## src/rtl/systolic_feed_ctrl.sv

```systemverilog
// systolic_feed_ctrl
// Sequences the per-row input buffers on the west edge of the systolic array.
// A job loads a length-len vector into every row buffer, then reads the
// buffers back with a one-cycle-per-row diagonal skew. It waits for the array
// to drain and then pulses done. Only control and valid/flush signals are
// driven here; buffer data paths bypass this block.
//
// Ports:
//   i_clk, i_rst_n  clock, synchronous active-low reset
//   i_start, i_len  job request (sampled only in IDLE), vector length 1..CAP
//   i_abort         abandon the current job (ignored in IDLE)
//   i_load_valid    load beat present on the buffer write-data buses
//   o_load_ready    controller is accepting load beats
//   o_buf_wr        per-buffer write strobe
//   o_buf_rd        per-buffer read/advance strobe
//   o_feed_valid    per-row valid toward the array
//   o_buf_rst_n     active-low one-cycle flush of the row buffers after abort
//   o_busy, o_done  job in progress, one-cycle completion pulse
//   o_err           one-cycle pulse on an illegal i_len at start
module systolic_feed_ctrl #(
    parameter int unsigned ROWS         = 3,
    parameter int unsigned ADDR_WIDTH   = 2,
    parameter int unsigned DRAIN_CYCLES = 2
) (
    input  logic                  i_clk,
    input  logic                  i_rst_n,
    input  logic                  i_start,
    input  logic [ADDR_WIDTH:0]   i_len,
    input  logic                  i_abort,
    input  logic                  i_load_valid,
    output logic                  o_load_ready,
    output logic [ROWS-1:0]       o_buf_wr,
    output logic [ROWS-1:0]       o_buf_rd,
    output logic [ROWS-1:0]       o_feed_valid,
    output logic                  o_buf_rst_n,
    output logic                  o_busy,
    output logic                  o_done,
    output logic                  o_err
);

    localparam int unsigned CAP = 2 ** ADDR_WIDTH;
    localparam int unsigned LW  = ADDR_WIDTH + 1;
    // Skew counter must reach CAP+ROWS-2 (last feed beat index).
    localparam int unsigned TW  = $clog2(CAP + ROWS);
    localparam int unsigned DW  = (DRAIN_CYCLES > 1) ? $clog2(DRAIN_CYCLES) : 1;

    typedef enum logic [2:0] {
        StIdle,
        StLoad,
        StFeed,
        StDrain,
        StDone,
        StFlush
    } state_e;

    state_e          state_q, state_d;
    logic [LW-1:0]   len_q, len_d;
    logic [LW-1:0]   cnt_q, cnt_d;
    logic [TW-1:0]   t_q, t_d;
    logic [DW-1:0]   drain_q, drain_d;
    logic            err_q, err_d;

    logic len_ok;
    logic feed_last;
    logic drain_last;

    assign len_ok     = (i_len != '0) && (32'(i_len) <= CAP);
    // FEED spans len+ROWS-1 beats, so the last one has t = len+ROWS-2.
    assign feed_last  = (32'(t_q) + 32'd2) == (32'(len_q) + ROWS);
    assign drain_last = (32'(drain_q) + 32'd1) >= DRAIN_CYCLES;

    always_ff @(posedge i_clk) begin
        if (!i_rst_n) begin
            state_q <= StIdle;
            len_q   <= '0;
            cnt_q   <= '0;
            t_q     <= '0;
            drain_q <= '0;
            err_q   <= 1'b0;
        end else begin
            state_q <= state_d;
            len_q   <= len_d;
            cnt_q   <= cnt_d;
            t_q     <= t_d;
            drain_q <= drain_d;
            err_q   <= err_d;
        end
    end

    always_comb begin
        state_d = state_q;
        len_d   = len_q;
        cnt_d   = cnt_q;
        t_d     = t_q;
        drain_d = drain_q;
        err_d   = 1'b0;

        unique case (state_q)
            StIdle: begin
                if (i_start) begin
                    if (len_ok) begin
                        len_d   = i_len;
                        cnt_d   = '0;
                        t_d     = '0;
                        drain_d = '0;
                        state_d = StLoad;
                    end else begin
                        err_d = 1'b1;
                    end
                end
            end
            StLoad: begin
                if (i_load_valid) begin
                    cnt_d = cnt_q + LW'(1);
                    if (cnt_q + LW'(1) == len_q) begin
                        t_d     = '0;
                        state_d = StFeed;
                    end
                end
            end
            StFeed: begin
                t_d = t_q + TW'(1);
                if (feed_last) begin
                    drain_d = '0;
                    state_d = (DRAIN_CYCLES == 0) ? StDone : StDrain;
                end
            end
            StDrain: begin
                drain_d = drain_q + DW'(1);
                if (drain_last) begin
                    state_d = StDone;
                end
            end
            StDone:  state_d = StIdle;
            StFlush: state_d = StIdle;
            default: state_d = StIdle;
        endcase

        // Abort overrides every other transition once a job is under way.
        if (i_abort && (state_q inside {StLoad, StFeed, StDrain, StDone})) begin
            state_d = StFlush;
        end
    end

    // Diagonal skew: row r is valid for t in [r, r+len).
    always_comb begin
        o_feed_valid = '0;
        if (state_q == StFeed) begin
            for (int r = 0; r < ROWS; r++) begin
                o_feed_valid[r] = (32'(t_q) >= 32'(r)) && (32'(t_q) < 32'(r) + 32'(len_q));
            end
        end
    end

    // wr only in LOAD and rd only in FEED, so they can never coincide.
    assign o_buf_wr     = (state_q == StLoad) ? {ROWS{i_load_valid}} : '0;
    assign o_buf_rd     = o_feed_valid;

    assign o_load_ready = (state_q == StLoad);
    assign o_busy       = (state_q != StIdle);
    assign o_done       = (state_q == StDone);
    assign o_buf_rst_n  = (state_q != StFlush);
    assign o_err        = err_q;

endmodule

```

## config.mk

```make
export PLATFORM = sky130hd
export DESIGN_NAME = systolic_feed_ctrl
export DESIGN_NICKNAME = d
export VERILOG_FILES = /design/src/rtl/systolic_feed_ctrl.sv
export SDC_FILE = /design/constraint.sdc
export NUM_CORES = 1
export LEC_CHECK = 0
export ABC_AREA = 1
export CORE_AREA = 4 4 53 66
export DETAILED_ROUTE_END_ITERATION = 10
export DIE_AREA = 0 0 57 70
export PLACE_DENSITY = 0.67
export SETUP_SLACK_MARGIN = 0.3
export SLEW_MARGIN = 10
export SYNTH_ARGS = -nofsm -noshare
export SYNTH_HDL_FRONTEND = slang
export SYNTH_SLANG_ARGS = --single-unit
```

## constraint.sdc

```tcl
create_clock -name i_clk -period 2.2 [get_ports i_clk]
set_input_delay 0.44 -clock i_clk [delete_from_list [all_inputs] [get_ports i_clk]]
set_output_delay 0.44 -clock i_clk [all_outputs]
set_load 0.02 [all_outputs]
```

* Word-level counts from Yosys, hierarchy flattened
Index checks and enable logic that the tools add are counted.
Word-level totals: bits in latches 0, logic and storage cells 83, RAM bits 0, memories kept 0, bits in read-only memories 0, register bits 14, output and inout port bits 14, input bits 8
Operators by class: add/subtract/negate cells 8, divide/modulo/power cells 0, $lt $le $gt $ge 7, multipliers 0, equal/unequal tests 19, muxes and demuxes 22, shifts and indexed selects 0, bitwise operators 1, reduce and logical (&&, ||, !) cells 19
Operators with widths (number):
- $mux W3 | 14
- $pmux W3 S4 | 1
- $reduce_and A6 Y1 | 2
- $reduce_bool A3 Y1 | 4
- $ne A2 B2 Y1 const B | 5
- $ne A3 B2 Y1 const B | 3
- $ne A3 B3 Y1 const B | 3
- $pmux W3 S3 | 1
- $add A3 B2 Y4 const B | 2
- $lt A3 B4 Y1 | 2
- $reduce_and A4 Y1 | 2
- $add A3 B1 Y3 const B | 2
- $eq A3 B2 Y1 const B | 2
- $pmux W3 S2 | 1
- $reduce_and A3 Y1 | 2
- $reduce_and A5 Y1 | 1
- $add A1 B3 Y4 const A | 1
- $add A2 B3 Y4 const A | 1
- $eq A4 B4 Y1 | 1
- $logic_and A1 B1 Y1 | 4
- $mux W1 | 4
- $reduce_bool A4 Y1 | 1
- $eq A3 B1 Y1 const B | 1
- $eq A3 B3 Y1 | 1
- 15 further kinds | 15

* Depth between registers and ports, before layout
Gate-level depths: netlist of the first run.
depth in word-level cells 6, mapped depth 11, mapped depth without buffers 11

* Worst setup path after synthesis of the first run
OpenSTA, ideal clock, no wires.
path type reg-to-output, from register len_q[2], to output o_feed_valid[0], path buffers 1, arrival time 2.408 ns, cell stages (with the launch flop) 7, slack -0.648 ns, data required time 1.760 ns, cell sequence dfxtp_1 > inv_1 > ha_1 > nand2_1 > nor2_1 > a2111oi_0 > buf_4
On the way: longest elaborated chain between the ends 2
Ends and longest elaborated chain:
- start: declaration | line 57 | logic [LW-1:0] len_q, len_d;
- start signal: assignment | line 82 | len_q <= len_d;
- $lt A3 B3 Y1 | line 150 | o_feed_valid[r] = (32'(t_q) >= 32'(r)) && (32'(t_q) < 32'(r) + 32'(len_q));
- $mux W3 | line 148 | if (state_q == StFeed) begin
- end: declaration | line 34 | output logic [ROWS-1:0] o_feed_valid,
No other way between the ends.

* Worst setup path in the final report of the first run
from register len_q[0], to output o_feed_valid[1]
On the way: longest elaborated chain between the ends 4
Ends and longest elaborated chain (line):
- $add A1 B3 Y4 | 150
- $lt A3 B4 Y1 | 150
- $logic_and A1 B1 Y1 | 150
- $mux W3 | 148
No other way between the ends.

==> metrics.txt, run 1 <==
Worst path most repeated cell=inv_2; CTS Hold Buffers Added=0; initial antenna violation count=0; grt ovf=0; Core Area=0.002918 mm²; Critical Path, Cell by Cell=inv_2, ha_4, inv_2, ha_4, inv_2, nor2_1, o21ai_1, a22oi_1, nor3_2, buf_4; crit path max fanout=3; Distinct cells, synth=27; Post-synth top flop=dfxtp_1; Worst slew margin=0.7716; clk slew on worst S/H paths=80 ps; status=finished with violations; Pleak=0.8382 nW; ant diodes=0; first-pass GRT wire length=5.533 mm; CP startpoint kind=flop; Fin Clk Skew=6.992 ps; via/cell ratio=4.893; DR vias=1277; DRC=0; total nets after synthesis=212; critical path arrival=1820 ps; Iter 0 DRT Violations=17; VDD IR max=0.0005894 V; nets=253; Mapped Avg Cell Area=6.743 µm²; Die Wd=57 µm; area fraction of the dominant cell type after synthesis=0.2247; antenna viol nets, final=0; share of layout cells above drive strength 1=0.3422; Setup WS post-layout=-64.27 ps; vias in the first global route=1272; slowest cell on the critical path=dfxtp_2; WP data required=1760 ps; Tcrit/Tclk final=1.029; Yosys reg bits=14; clock tree buffer depth=2; dpl hpwl=2.555 mm; Die ar.=0.003990 mm²; drt wl/cell=12.18 µm; PortBufs=21; worst min path class=reg -> reg; total wire length=3.179 mm; # fillers=286; gpl congestion=0.8875; area of the multi-input gates=927.1 µm²; Slew @ Worst Pin=341.8 ps; max cap viols=0; pin count of the biggest net entering global routing=10; Tmin final=2264 ps; Reg area=294.0 µm²; Die H=70 µm; row count=22; final setup fails=4; Root Buffer=clkbuf_4; Top Ports=22; Area growth syn-to-layout=43.63%; count of final hold-check violations=0; DRT Pass-1 Iters=4; Max Fclk=441.6 MHz; worst skew pair latency=280 ps; critical path class=reg -> out; initial cell density of the core=0.4275; post-synth top area cell=dfxtp_1; max-slew violation count=0; CTS tree=done; CP peak stage delay=360 ps; number of H-tree levels=1; Cells after Synth=185; failing checks=negative setup slack; GRT Total Usage=0.1713; mapped cell area=0.001247 mm²; asr flop ratio synth=0; Synth Warn #=0; clock sink count=14; Worst setup EP type=output port; CTS Buf Count=3; Post-synth EDFFs=0; pre-CTS setup slack=-254.7 ps; post-synthesis sequential area ratio=0.2247; Final Util=0.6141; RSZ-0062 raised after global routing=true; Cell Pwr Density=786.8 mW/mm²; largest cells by area after synthesis=dfxtp_1, ha_1, nand2_1, inv_1, a21oi_1
cell type report:
| cell class | instances | share of cell area |
|---|---|---|
| sequential | 14 | 0.1641 |
| inverter | 37 | 0.08031 |
| multi-input combinational | 129 | 0.5175 |
| clock buffer | 4 | 0.01466 |
| timing repair buffer | 41 | 0.1983 |
| tap | 36 | 0.02514 |
report_power, final:
group | total, W | switching [W] | internal (W)
Sequential | 0.000349 | 0.0000463 | 0.000303
Clock | 0.000150 | 0.0000800 | 0.0000704
Combinational | 0.000910 | 0.000530 | 0.000380
Total | 0.00141 | 0.000657 | 0.000753
repair_timing:
item,in CTS,in global routing
hold endpoints to repair,0,0
resized for setup,50,13
pin swaps,6,2
endpoints found under the setup margin,14,14
gates cloned,0,0
setup buffers,2,1
metrics by stage:
stage	instance area, µm²	hold WS [ps]	setup TNS [ps]	cells	total power [W]
CTS	1739	486.2	-168.3	260	0.001380
global placement	1684	455.2	-1183	254	0.001211
finish	1792	486.2	-156.1	261	0.001410
detailed placement	1684	473.3	-1387	254	0.001224
global route	1792	522.7	-657.8	261	0.001532
floorplan	1343	443.2	-5.783	185	0.0009465
path summary, 6_finish.rpt:
check	startpoint	to	slack [ps]	cells past startpoint
max	len_q[0]	o_feed_valid[1]	-60	10
min	drain_q	drain_q	490	2
max reg2reg	t_q[1]	state_q[0]	470	9
min reg2reg	drain_q	drain_q	490	2
Yosys cell counts (3+ instances only):
cell	instances
a21oi_1	14
buf_4	5
dfxtp_1	14
ha_1	19
inv_1	30
inv_2	6
nand2_1	37
nand2_2	3
nand3_1	12
nand4_1	3
nor2_1	14
o21ai_0	8
routing by layer:
| metal | GRT usage | up-vias | share of wire |
|---|---|---|---|
| li1 | - | 671 | - |
| met1 | 0.1947 | 573 | 0.42 |
| met2 | 0.3075 | 26 | 0.53 |
| met3 | 0.02773 | 7 | 0.033 |
| met4 | 0.07216 | 0 | 0.023 |
| met5 | 0 | - | 0 |
worst max-delay path: cells and delay by family (launching register included):
kind / cells / cell delay [ps]
buffers and inverters: 4 / 290
AOI/OAI and AO/OA: 2 / 240
DFF: 1 / 360
and+or+nand+nor: 2 / 140
adders and majority gates: 2 / 520
cell usage in the layout, fill, tap and decap left out, types with 3 or more instances in the layout:
cell	n
nand2_1	35
buf_6	3
buf_4	23
clkbuf_4	3
nand2_2	5
clkdlybuf4s15_2	3
nor2_2	3
clkdlybuf4s50_1	8
o21ai_0	6
nand4_1	3
ha_1	13
inv_2	9
nor2_1	12
dfxtp_1	7
ha_4	6
dfxtp_2	5
nand3_1	12
inv_1	26
a21oi_1	13
flip-flops by register name, indices dropped and copies added, names as in the netlist:
name,cells
cnt_q,3
o_err,1
state_q,3
t_q,3
drain_q,1
len_q,3
logic make-up (layout without fill, tap and decap cells):
| logic type | after synthesis | count (layout) | share of synthesized area |
|---|---|---|---|
| AO/OA/AOI/OAI | 31 | 31 | 0.1525 |
| buffers and inverters | 42 | 82 | 0.1414 |
| flip-flops | 14 | 14 | 0.2247 |
| AND/OR/NAND/NOR | 77 | 77 | 0.2768 |
| XOR/XNOR | 2 | 2 | 0.01404 |
| adder cells (fa/ha/maj) | 19 | 19 | 0.1906 |
Note: power is estimated with default switching activity, not from simulation.
==> run 2, diff against run 1 <==
--- a/config.mk
+++ b/config.mk
@@ -6,9 +6,10 @@
 export NUM_CORES = 1
 export LEC_CHECK = 0
 export ABC_AREA = 1
-export CORE_AREA = 4 4 53 66
+export CORE_AREA = 5 5 54 67
 export DETAILED_ROUTE_END_ITERATION = 10
-export DIE_AREA = 0 0 57 70
+export DIE_AREA = 0 0 59 72
+export GPL_ROUTABILITY_DRIVEN = 0
 export PLACE_DENSITY = 0.67
 export SETUP_SLACK_MARGIN = 0.3
 export SLEW_MARGIN = 10
==> constraint.sdc (replaced) <==
create_clock -name i_clk -period 2.9 [get_ports i_clk]
set_input_delay 0.58 -clock i_clk [delete_from_list [all_inputs] [get_ports i_clk]]
set_output_delay 0.58 -clock i_clk [all_outputs]
set_load 0.02 [all_outputs]
==> metrics.txt, run 2 (same netlist as run 1, synthesis figures left out) <==
Cell Pwr Density=643.0 mW/mm² (was 786.8 mW/mm²); GRT Total Usage=0.1503 (was 0.1713); Final Instance Area=0.001549 mm² (was 0.001792 mm²); hold-critical path endpoint=cnt_q[1] (was drain_q); Critical path origin=len_q[2] (was len_q[0]); CTS Buf Count=3 (unchanged); dpl cell area=0.001509 mm² (was 0.001684 mm²); pre-CTS setup slack=192.7 ps (was -254.7 ps); most common cell after layout, fill and taps aside=nand2_1 (unchanged); CTS Hold Buffers Added=0 (unchanged); initial cell density of the core=0.4275 (unchanged); Die H=72 µm (was 70 µm); max-slew violation count=0 (unchanged); first-pass GRT wire length=5.147 mm (was 5.533 mm); worst reg-to-reg path cell count=11 (was 9); reg2reg start=t_q[1] (unchanged); Top Ports=22 (unchanged); Critical Path, Cell by Cell=inv_1, ha_1, nand2_1, nor2_1, a2111oi_1, dlygate4sd1_1 (was inv_2, ha_4, inv_2, ha_4, inv_2, nor2_1, o21ai_1, a22oi_1, nor3_2, buf_4); DRC=0 (unchanged); crit path max fanout=6 (was 3); Final Util=0.5309 (was 0.6141); drt wl/cell=12.38 µm (was 12.18 µm); critical path depth in cells=6 (was 10); PortBufs=21 (unchanged); ant diodes=0 (unchanged); Tmin final=2552 ps; reg-to-reg critical path endpoint=drain_q (was state_q[0]); DR vias=1253 (was 1277); Setup WS post-layout=348.5 ps (was -64.27 ps); setup TNS=0 ps (was -156.1 ps); Die Wd=59 µm (was 57 µm); antenna viol nets, final=0 (unchanged); dpl hpwl=2.478 mm (was 2.555 mm); Pleak=0.7664 nW (was 0.8382 nW); total wire length=3.045 mm (was 3.179 mm); most frequent cells in the layout=nand2_1, inv_1, ha_1, nor2_1, a21oi_1 (was nand2_1, inv_1, buf_4, a21oi_1, ha_1); Worst R2R Setup Slack=970 ps (was 470 ps); worst min path class=reg -> reg (unchanged); Post-CTS Setup Repair Bufs=0 (was 2); clock sink count=14 (unchanged); worst skew pair latency=290 ps (was 280 ps); final setup fails=0 (was 4); hold path cells=2 (unchanged); nets=238 (was 253); Fin Clk Skew=0.8328 ps (was 6.992 ps); clk slew on worst S/H paths=90 ps (was 80 ps); crit path buf inv count=2 (was 4); grt ovf=0 (unchanged); via/cell ratio=5.093 (was 4.893); RSZ-0062 raised after global routing=true (unchanged); slowest cell on the critical path=dfxtp_2 (unchanged); max cap viols=0 (unchanged); Area growth syn-to-layout=24.17% (was 43.63%); share of layout cells above drive strength 1=0.1810 (was 0.3422); Worst slew margin=0.7483 (was 0.7716); Slew @ Worst Pin=376.6 ps (was 341.8 ps); CP peak stage delay=410 ps (was 360 ps); vias in the first global route=1234 (was 1272); DRT Pass-1 Iters=4 (unchanged); Worst setup EP type=output port (unchanged); Root Buffer=clkbuf_4 (unchanged); critical path arrival=1970 ps (was 1820 ps); Worst Hold Launch=cnt_q[1] (was drain_q); row count=22 (unchanged); total power=0.0009961 W (was 0.001410 W); clock tree buffer depth=2 (unchanged); count of final hold-check violations=0 (unchanged); critical path class=reg -> out (unchanged); CTS tree=done (unchanged); VDD IR max=0.0004603 V (was 0.0005894 V); WP data required=2320 ps (was 1760 ps); status=finished, final reports clean (was finished with violations); CP startpoint kind=flop (unchanged); Max Fclk=391.9 MHz; pin count of the biggest net entering global routing=10 (unchanged); Tcrit/Tclk final=0.8798; delay-heaviest family, CP=buffers and inverters (was adder cells); Die ar.=0.004248 mm² (was 0.003990 mm²); initial antenna violation count=0 (unchanged); Iter 0 DRT Violations=45 (was 17); number of H-tree levels=1 (unchanged); Core Area=0.002918 mm² (unchanged); # fillers=322 (was 286)
[run 2: area by class of cell]
type / count / area [µm²] / share of cell area
multi-input combinational: 129 / 813.3 / 0.5250
sequential: 14 / 284.0 / 0.1834
timing repair buffer: 26 / 231.5 / 0.1494
inverter: 37 / 138.9 / 0.08966
tap: 36 / 45.04 / 0.02908
clock buffer: 4 / 36.28 / 0.02342
[run 2: tightest hold or removal path, stage by stage, from the launching register on]
cell,delay (ps)
dfxtp_1,320
nand2_1,60
a21oi_1,50
[run 2: how the worst max path moves through the flow]
stage / endpoint / slack [ps]
CTS: o_feed_valid[2] / 300
finish: o_buf_rd[0] / 350
detailed placement: o_feed_valid[1] / 190
global route: o_feed_valid[0] / 220
global placement: o_buf_rd[1] / 230
floorplan: o_feed_valid[0] / 230
[run 2: per-stage QoR]
stage / std cells / hold slack (ps)
after floorplan: 185 / 443.2
after global placement: 242 / 456.5
after detailed placement: 242 / 464.8
after CTS: 246 / 476.7
after global routing: 246 / 504.9
final: 246 / 472.4
[run 2: power by group]
group	switching (W)	internal [W]	leakage, nW
clock network	0.0000716	0.0000766	0.0210
registers	0.0000375	0.000227	0.115
logic	0.000361	0.000223	0.630
[run 2: what timing repair did]
| action | CTS | global route |
|---|---|---|
| cloned | 0 | 0 |
| gates resized for setup | 18 | 19 |
| endpoints found under the setup margin | 9 | 6 |
| pin swaps | 0 | 3 |
[run 2: metal layers]
metal	up-vias	GRT usage	wire, µm
met2	38	0.2875	1622
met1	562	0.1590	1200
met4	0	0.07053	114
met3	14	0.01423	108
li1	639	-	-
met5	-	0	0
